**config.mk**
```make
export PLATFORM = sky130hd
export DESIGN_NAME = sharpen_seq
export DESIGN_NICKNAME = d
export VERILOG_FILES = /design/src/rtl/sharpen_seq.sv
export SDC_FILE = /design/constraint.sdc
export NUM_CORES = 2
export LEC_CHECK = 0
export CAP_MARGIN = 10
export CORE_ASPECT_RATIO = 1.5
export CORE_MARGIN = 2
export CORE_UTILIZATION = 35
export CTS_CLUSTER_DIAMETER = 50
export DETAILED_ROUTE_END_ITERATION = 10
export PLACE_DENSITY = 0.55
export SLEW_MARGIN = 40
export SYNTH_ARGS = -nofsm -noshare
export SYNTH_HDL_FRONTEND = slang
export SYNTH_SLANG_ARGS = --single-unit
```
**constraint.sdc**
```tcl
create_clock -name clk -period 18.4 [get_ports clk]
set_input_delay 5.52 -clock clk [delete_from_list [all_inputs] [get_ports clk]]
set_output_delay 5.52 -clock clk [all_outputs]
set_load 0.1 [all_outputs]
```
**src/rtl/sharpen_seq.sv**
```systemverilog
// Memory-side sequencer for the 4-pixel sharpen datapath: fetches up/mid/down
// row words for each source word, sharpens them and writes the result word out.

module sharpen_unit (
    input  logic [31:0] rs1,
    input  logic [31:0] rs2,
    input  logic [31:0] up_row,
    output logic [31:0] rd
);
    genvar gi;
    generate
        for (gi = 0; gi < 4; gi++) begin : g_px
            // Byte 0 sits in [31:24]; edge neighbours mirror back into the word.
            localparam int LI = (gi == 0) ? 1 : gi - 1;
            localparam int RI = (gi == 3) ? 2 : gi + 1;

            logic [11:0]        m12, l12, r12, u12, d12;
            logic signed [11:0] acc;

            assign m12 = {4'b0000, rs1[31-8*gi -: 8]};
            assign l12 = {4'b0000, rs1[31-8*LI -: 8]};
            assign r12 = {4'b0000, rs1[31-8*RI -: 8]};
            assign u12 = {4'b0000, up_row[31-8*gi -: 8]};
            assign d12 = {4'b0000, rs2[31-8*gi -: 8]};
            // Result spans -1020..1275, so 12-bit wraparound arithmetic is exact.
            assign acc = $signed((m12 << 2) + m12 - l12 - r12 - u12 - d12);
            assign rd[31-8*gi -: 8] = acc[11] ? 8'h00 :
                                      ((acc > 12'sd255) ? 8'hFF : acc[7:0]);
        end
    endgenerate
endmodule

module sharpen_seq #(
    parameter int ADDR_W = 32,
    parameter int DIM_W  = 12
) (
    input  logic                 clk,
    input  logic                 reset,
    input  logic                 start,
    input  logic [ADDR_W-1:0]    src_base,
    input  logic [ADDR_W-1:0]    dst_base,
    input  logic [DIM_W-1:0]     width_words,
    input  logic [DIM_W-1:0]     height_rows,
    output logic                 busy,
    output logic                 done,
    output logic [2*DIM_W-1:0]   words_done,
    output logic                 mem_req,
    output logic                 mem_we,
    output logic [ADDR_W-1:0]    mem_addr,
    output logic [31:0]          mem_wdata,
    input  logic [31:0]          mem_rdata,
    input  logic                 mem_ack
);
    typedef enum logic [2:0] {IDLE, RD_UP, RD_MID, RD_DN, WR, DONE} state_t;

    localparam logic [2*DIM_W-1:0] WD_ONE = 1;

    state_t              state_reg;
    logic [DIM_W-1:0]    w_reg, h_reg, r_reg, c_reg;
    logic [ADDR_W-1:0]   stride_reg, src_row_reg, dst_row_reg, col_off_reg;
    logic [31:0]         up_reg, mid_reg, dn_reg;

    logic                last_col, last_row, single_row;
    logic [DIM_W-1:0]    adv_r, adv_c;
    logic [ADDR_W-1:0]   adv_src_row, adv_dst_row, adv_col_off;
    logic [ADDR_W-1:0]   mid_addr, dn_addr, wr_addr, up_addr_next;
    logic [ADDR_W-1:0]   start_stride, start_up_addr;
    logic [31:0]         dp_dn, dp_out;

    always_comb begin
        last_col    = (c_reg == w_reg - DIM_W'(1));
        last_row    = (r_reg == h_reg - DIM_W'(1));
        single_row  = (h_reg == DIM_W'(1));
        adv_r       = last_col ? r_reg + DIM_W'(1) : r_reg;
        adv_c       = last_col ? '0 : c_reg + DIM_W'(1);
        adv_src_row = last_col ? src_row_reg + stride_reg : src_row_reg;
        adv_dst_row = last_col ? dst_row_reg + stride_reg : dst_row_reg;
        adv_col_off = last_col ? '0 : col_off_reg + ADDR_W'(4);

        mid_addr = src_row_reg + col_off_reg;
        wr_addr  = dst_row_reg + col_off_reg;
        // Bottom row mirrors down to row H-2 (or itself for a one-row image).
        if (!last_row)
            dn_addr = mid_addr + stride_reg;
        else if (single_row)
            dn_addr = mid_addr;
        else
            dn_addr = mid_addr - stride_reg;

        if (adv_r != '0)
            up_addr_next = adv_src_row + adv_col_off - stride_reg;
        else if (single_row)
            up_addr_next = adv_src_row + adv_col_off;
        else
            up_addr_next = adv_src_row + adv_col_off + stride_reg;

        start_stride  = {{(ADDR_W-DIM_W-2){1'b0}}, width_words, 2'b00};
        start_up_addr = (height_rows == DIM_W'(1)) ? src_base : src_base + start_stride;

        // The down word arrives in the same cycle the result is registered.
        dp_dn = (state_reg == RD_DN) ? mem_rdata : dn_reg;
    end

    sharpen_unit u_dp (
        .rs1    (mid_reg),
        .rs2    (dp_dn),
        .up_row (up_reg),
        .rd     (dp_out)
    );

    always_ff @(posedge clk) begin
        if (reset) begin
            state_reg   <= IDLE;
            busy        <= 1'b0;
            done        <= 1'b0;
            words_done  <= '0;
            mem_req     <= 1'b0;
            mem_we      <= 1'b0;
            mem_addr    <= '0;
            mem_wdata   <= '0;
            w_reg       <= '0;
            h_reg       <= '0;
            r_reg       <= '0;
            c_reg       <= '0;
            stride_reg  <= '0;
            src_row_reg <= '0;
            dst_row_reg <= '0;
            col_off_reg <= '0;
            up_reg      <= '0;
            mid_reg     <= '0;
            dn_reg      <= '0;
        end else begin
            done <= 1'b0;
            case (state_reg)
                IDLE: begin
                    if (start) begin
                        w_reg       <= width_words;
                        h_reg       <= height_rows;
                        stride_reg  <= start_stride;
                        src_row_reg <= src_base;
                        dst_row_reg <= dst_base;
                        col_off_reg <= '0;
                        r_reg       <= '0;
                        c_reg       <= '0;
                        words_done  <= '0;
                        busy        <= 1'b1;
                        if (width_words == '0 || height_rows == '0) begin
                            state_reg <= DONE;
                            done      <= 1'b1;
                        end else begin
                            state_reg <= RD_UP;
                            mem_req   <= 1'b1;
                            mem_we    <= 1'b0;
                            mem_addr  <= start_up_addr;
                        end
                    end
                end
                RD_UP: begin
                    if (mem_ack) begin
                        up_reg    <= mem_rdata;
                        mem_addr  <= mid_addr;
                        state_reg <= RD_MID;
                    end
                end
                RD_MID: begin
                    if (mem_ack) begin
                        mid_reg   <= mem_rdata;
                        mem_addr  <= dn_addr;
                        state_reg <= RD_DN;
                    end
                end
                RD_DN: begin
                    if (mem_ack) begin
                        dn_reg    <= mem_rdata;
                        mem_wdata <= dp_out;
                        mem_we    <= 1'b1;
                        mem_addr  <= wr_addr;
                        state_reg <= WR;
                    end
                end
                WR: begin
                    if (mem_ack) begin
                        words_done <= words_done + WD_ONE;
                        mem_we     <= 1'b0;
                        if (last_col && last_row) begin
                            mem_req   <= 1'b0;
                            done      <= 1'b1;
                            state_reg <= DONE;
                        end else begin
                            r_reg       <= adv_r;
                            c_reg       <= adv_c;
                            src_row_reg <= adv_src_row;
                            dst_row_reg <= adv_dst_row;
                            col_off_reg <= adv_col_off;
                            mem_addr    <= up_addr_next;
                            state_reg   <= RD_UP;
                        end
                    end
                end
                DONE: begin
                    busy      <= 1'b0;
                    state_reg <= IDLE;
                end
                default: state_reg <= IDLE;
            endcase
        end
    end
endmodule

```
==> impl_metrics.ini <==
[sta]
finClkSkew_ps = 42.3
worst_pin_slew_ps = 889
rsz0062_at_grt = false
max_freq_ghz = 0.106
period_minus_slack_ps = 9420
finalSetupTns_ps = 0
drv_slew = 0
setup_slack_ps = 8980
hold_viol = 0
fin_crit_sh_pct = 51.2
maxSlewHeadroom_pct = 40.1
setup_violations = 0

[detailed_routing]
wl_per_cell_um = 22.9
final_antenna_net_count = 0
drc = 0
drtIter0Drc = 2079
drtPass1Iterations = 6
vias_per_cell = 5.73
routed_wl_mm = 128
vias = 32100

[floorplanning]
fp.dieH_um = 373
start_util_pct = 35.3
dieArea_um2 = 93400
rows = 135
die_x_um = 250
core-area_um2 = 90200
io_pins = 216

[global_route]
busiest_layer = met2
grt_start_max_net_pins = 81
first_global_vias = 31600
grtUsageMet2_pct = 47.7
grt_util_met3_pct = 3.39
use_met1_pct = 29.7
antenna_found_initial = 11
grt_usage_pct = 26.8
gr-total-overflow = 0
grt_pass1_wl_mm = 192

[finish]
nNetsFinal = 4860
area_delta_synth_final_pct = 15.0
mostFrequentLayoutCells = nand2_1 (614), nor2_1 (420), a21oi_1 (412)
final_cells = 5597
post-route-util_pct = 40.6
drive_gt1_share_pct = 7.72
fillers = 9433
final_common_cell = nand2_1

[setup_path]
ff2ff_path_depth = 28
arrival_ps = 9900
r2r-end = mem_addr[23]
path_class = primary input to flip-flop
critPathMaxFanout = 8
reg2reg_setup_slack_ps = 9520
cpPeakStageDelay_ps = 560
critical_path_required_ps = 18880
start_kind = primary input
worst_setup_path_end_kind = flip-flop
crit_path_top_delay_cell = a211oi_2
startpoint = mem_rdata[9]
cp_cell_sequence = clkdlybuf4s50_1 > mux2i_1 > fa_1 > fa_1 > ha_1 > a21o_1 > a21oi_1 > o21bai_1 > a21oi_1 > nor2b_1 > o21a_1 > o21ai_0 > nand2b_1 > a21oi_1 > xnor2_1 > a211oi_2 > a221oi_1
crit_top_cell = a21oi_1
r2r-start = stride_reg[3]
crit_path_end = mem_wdata[10]

[placed_design]
port_buffers = 215
dp_slack_ps = 8380
gp_congestion = 0.978
dpl.hpwl_mm = 99.8
placedCellCount = 5502

[synthesis]
ys_seq_elements = 335
synth_xor_area_share_pct = 8.83
synth.cell_area_um2 = 31800
synth_mux_area_share_pct = 1.20
ys_async_sr_fraction_pct = 0
synth_edf_count = 0
ys_types = 104
synthAdderAreaFrac_pct = 15.9
yosys_warnings = 0
synth_flop_cell = dfxtp_1
syn_inst = 4265
yosysSeqAreaShare_pct = 21.1
synthTopCellsByArea = dfxtp_1 (21%), ha_1 (10%), nand2_1 (7.3%)
synth_top_family_by_area = compound AO/OA/AOI/OAI gates
synth.avg_cell_area_um2 = 7.46
syn-num-nets = 4736
yosysTopAreaCell = dfxtp_1
synthSimpleGateAreaFrac_pct = 23.2
synth-compound-area-share_pct = 24.6
synth_top_area_share_pct = 21.1

[cts]
clkSinkCount = 335
numCtsBuffers = 49
htree_levels = 2
cts_resized = 0
cts_tree = yes
clkTransAtPathRegs_ps = 60
clockBufferDepth = 3
clk_latency_ps = 650
hold_buffers = 0
cts_root_buffer = clkbuf_16
post_cts_buffers = 0

[power_and_ir_drop]
netSwitchingFraction_pct = 37.9
clkPwrFrac_pct = 38.1
seq_power_share_pct = 29.8
p_switching_mw = 1.03
power_leakage_nw = 15.1
power.density_nw_per_um2 = 74.2
vdd_drop_max_mv = 0.0737
p_int_mw = 1.69
pwr-share-comb_pct = 32.1

[job]
cap_violations = 0

[min_path]
hp-class = flip-flop to flip-flop

[status]
status = finished clean
through the flow:
stage	power [mW]	hold WS [ps]	area, um2
2_1_floorplan	1.42	436	31800
4_1_cts	2.73	455	36600
6_report	2.71	452	36600
3_5_place_dp	1.68	443	34800
5_1_grt	2.84	467	36600
3_3_place_gp	1.68	441	35200
power by group through the flow:
stage                     combinational (mW)  sequential, mW  clock [mW]
final                                  0.871           0.810        1.03
after global routing                   0.948           0.814        1.08
after CTS                              0.863           0.809        1.06
after detailed placement               0.859           0.825           0
after global placement                 0.860           0.825           0
after floorplan                        0.521           0.896           0
cell usage after synthesis (13+ instances only):
cell type	instances
xnor2_1	196
o31a_1	15
or2_2	26
xor2_1	122
o211ai_1	40
ha_1	253
and2_1	15
or3_1	39
nand2_1	619
inv_1	233
clkbuf_1	165
nor2_1	427
nor4_1	28
nand2b_1	50
a31oi_1	37
a21oi_1	413
a21o_1	69
buf_1	17
a311oi_1	18
and3_1	56
mux2i_1	32
dfxtp_1	335
a221oi_1	37
a211o_1	13
a22oi_1	25
nor2b_1	32
o221ai_1	20
a221o_1	17
nor3_1	95
nand4_1	34
buf_2	13
fa_1	94
nand3_1	98
a211oi_1	54
o22ai_1	27
o21a_1	28
o21ai_0	178
o31ai_1	21
and4_1	19
o21bai_1	46
logic make-up after synthesis:
logic type	after synthesis
AO/OA/AOI/OAI	1197
XOR/XNOR	319
AND/OR/NAND/NOR	1599
adder cells (fa/ha/maj)	347
flip-flops	335
multiplexers	37
buffers and inverters	431
worst min path at each step:
stage | cells past startpoint | from | to | slack, ps
after CTS | 2 | dn_reg[21] | dn_reg[21] | 450
final | 2 | mem_wdata[18] | mem_wdata[18] | 450
after detailed placement | 2 | mem_wdata[18] | mem_wdata[18] | 440
after floorplan | 2 | dn_reg[0] | dn_reg[0] | 440
after global routing | 2 | up_reg[23] | up_reg[23] | 470
after global placement | 2 | dn_reg[23] | dn_reg[23] | 440
worst max-delay path, delay by kind of cell:
family                     cells  cell delay, ps
and+or+nand+nor                2             150
buffers and inverters          1             470
xor gates and xnor gates       1             120
muxes                          1             260
AOI/OAI and AO/OA              9            2040
adders and majority gates      3            1330
final cells by class:
type	count	area [um2]	area share, %
clock buffers	62	1380	3.76
well taps	1164	1460	3.98
repair buffers	271	2160	5.91
diodes	4	10.0	0.0274
clock inverters	29	377	1.03
flip-flops and latches	335	6710	18.3
multi-input cells	3499	23600	64.6
inverters	233	875	2.39
routing by layer:
metal,vias up,part of all wire [%]
met4,10,7.5
met5,-,0.057
met3,319,5.0
li1,15400,-
met2,998,49
met1,15300,38
Power figures use the tool's default switching activity.
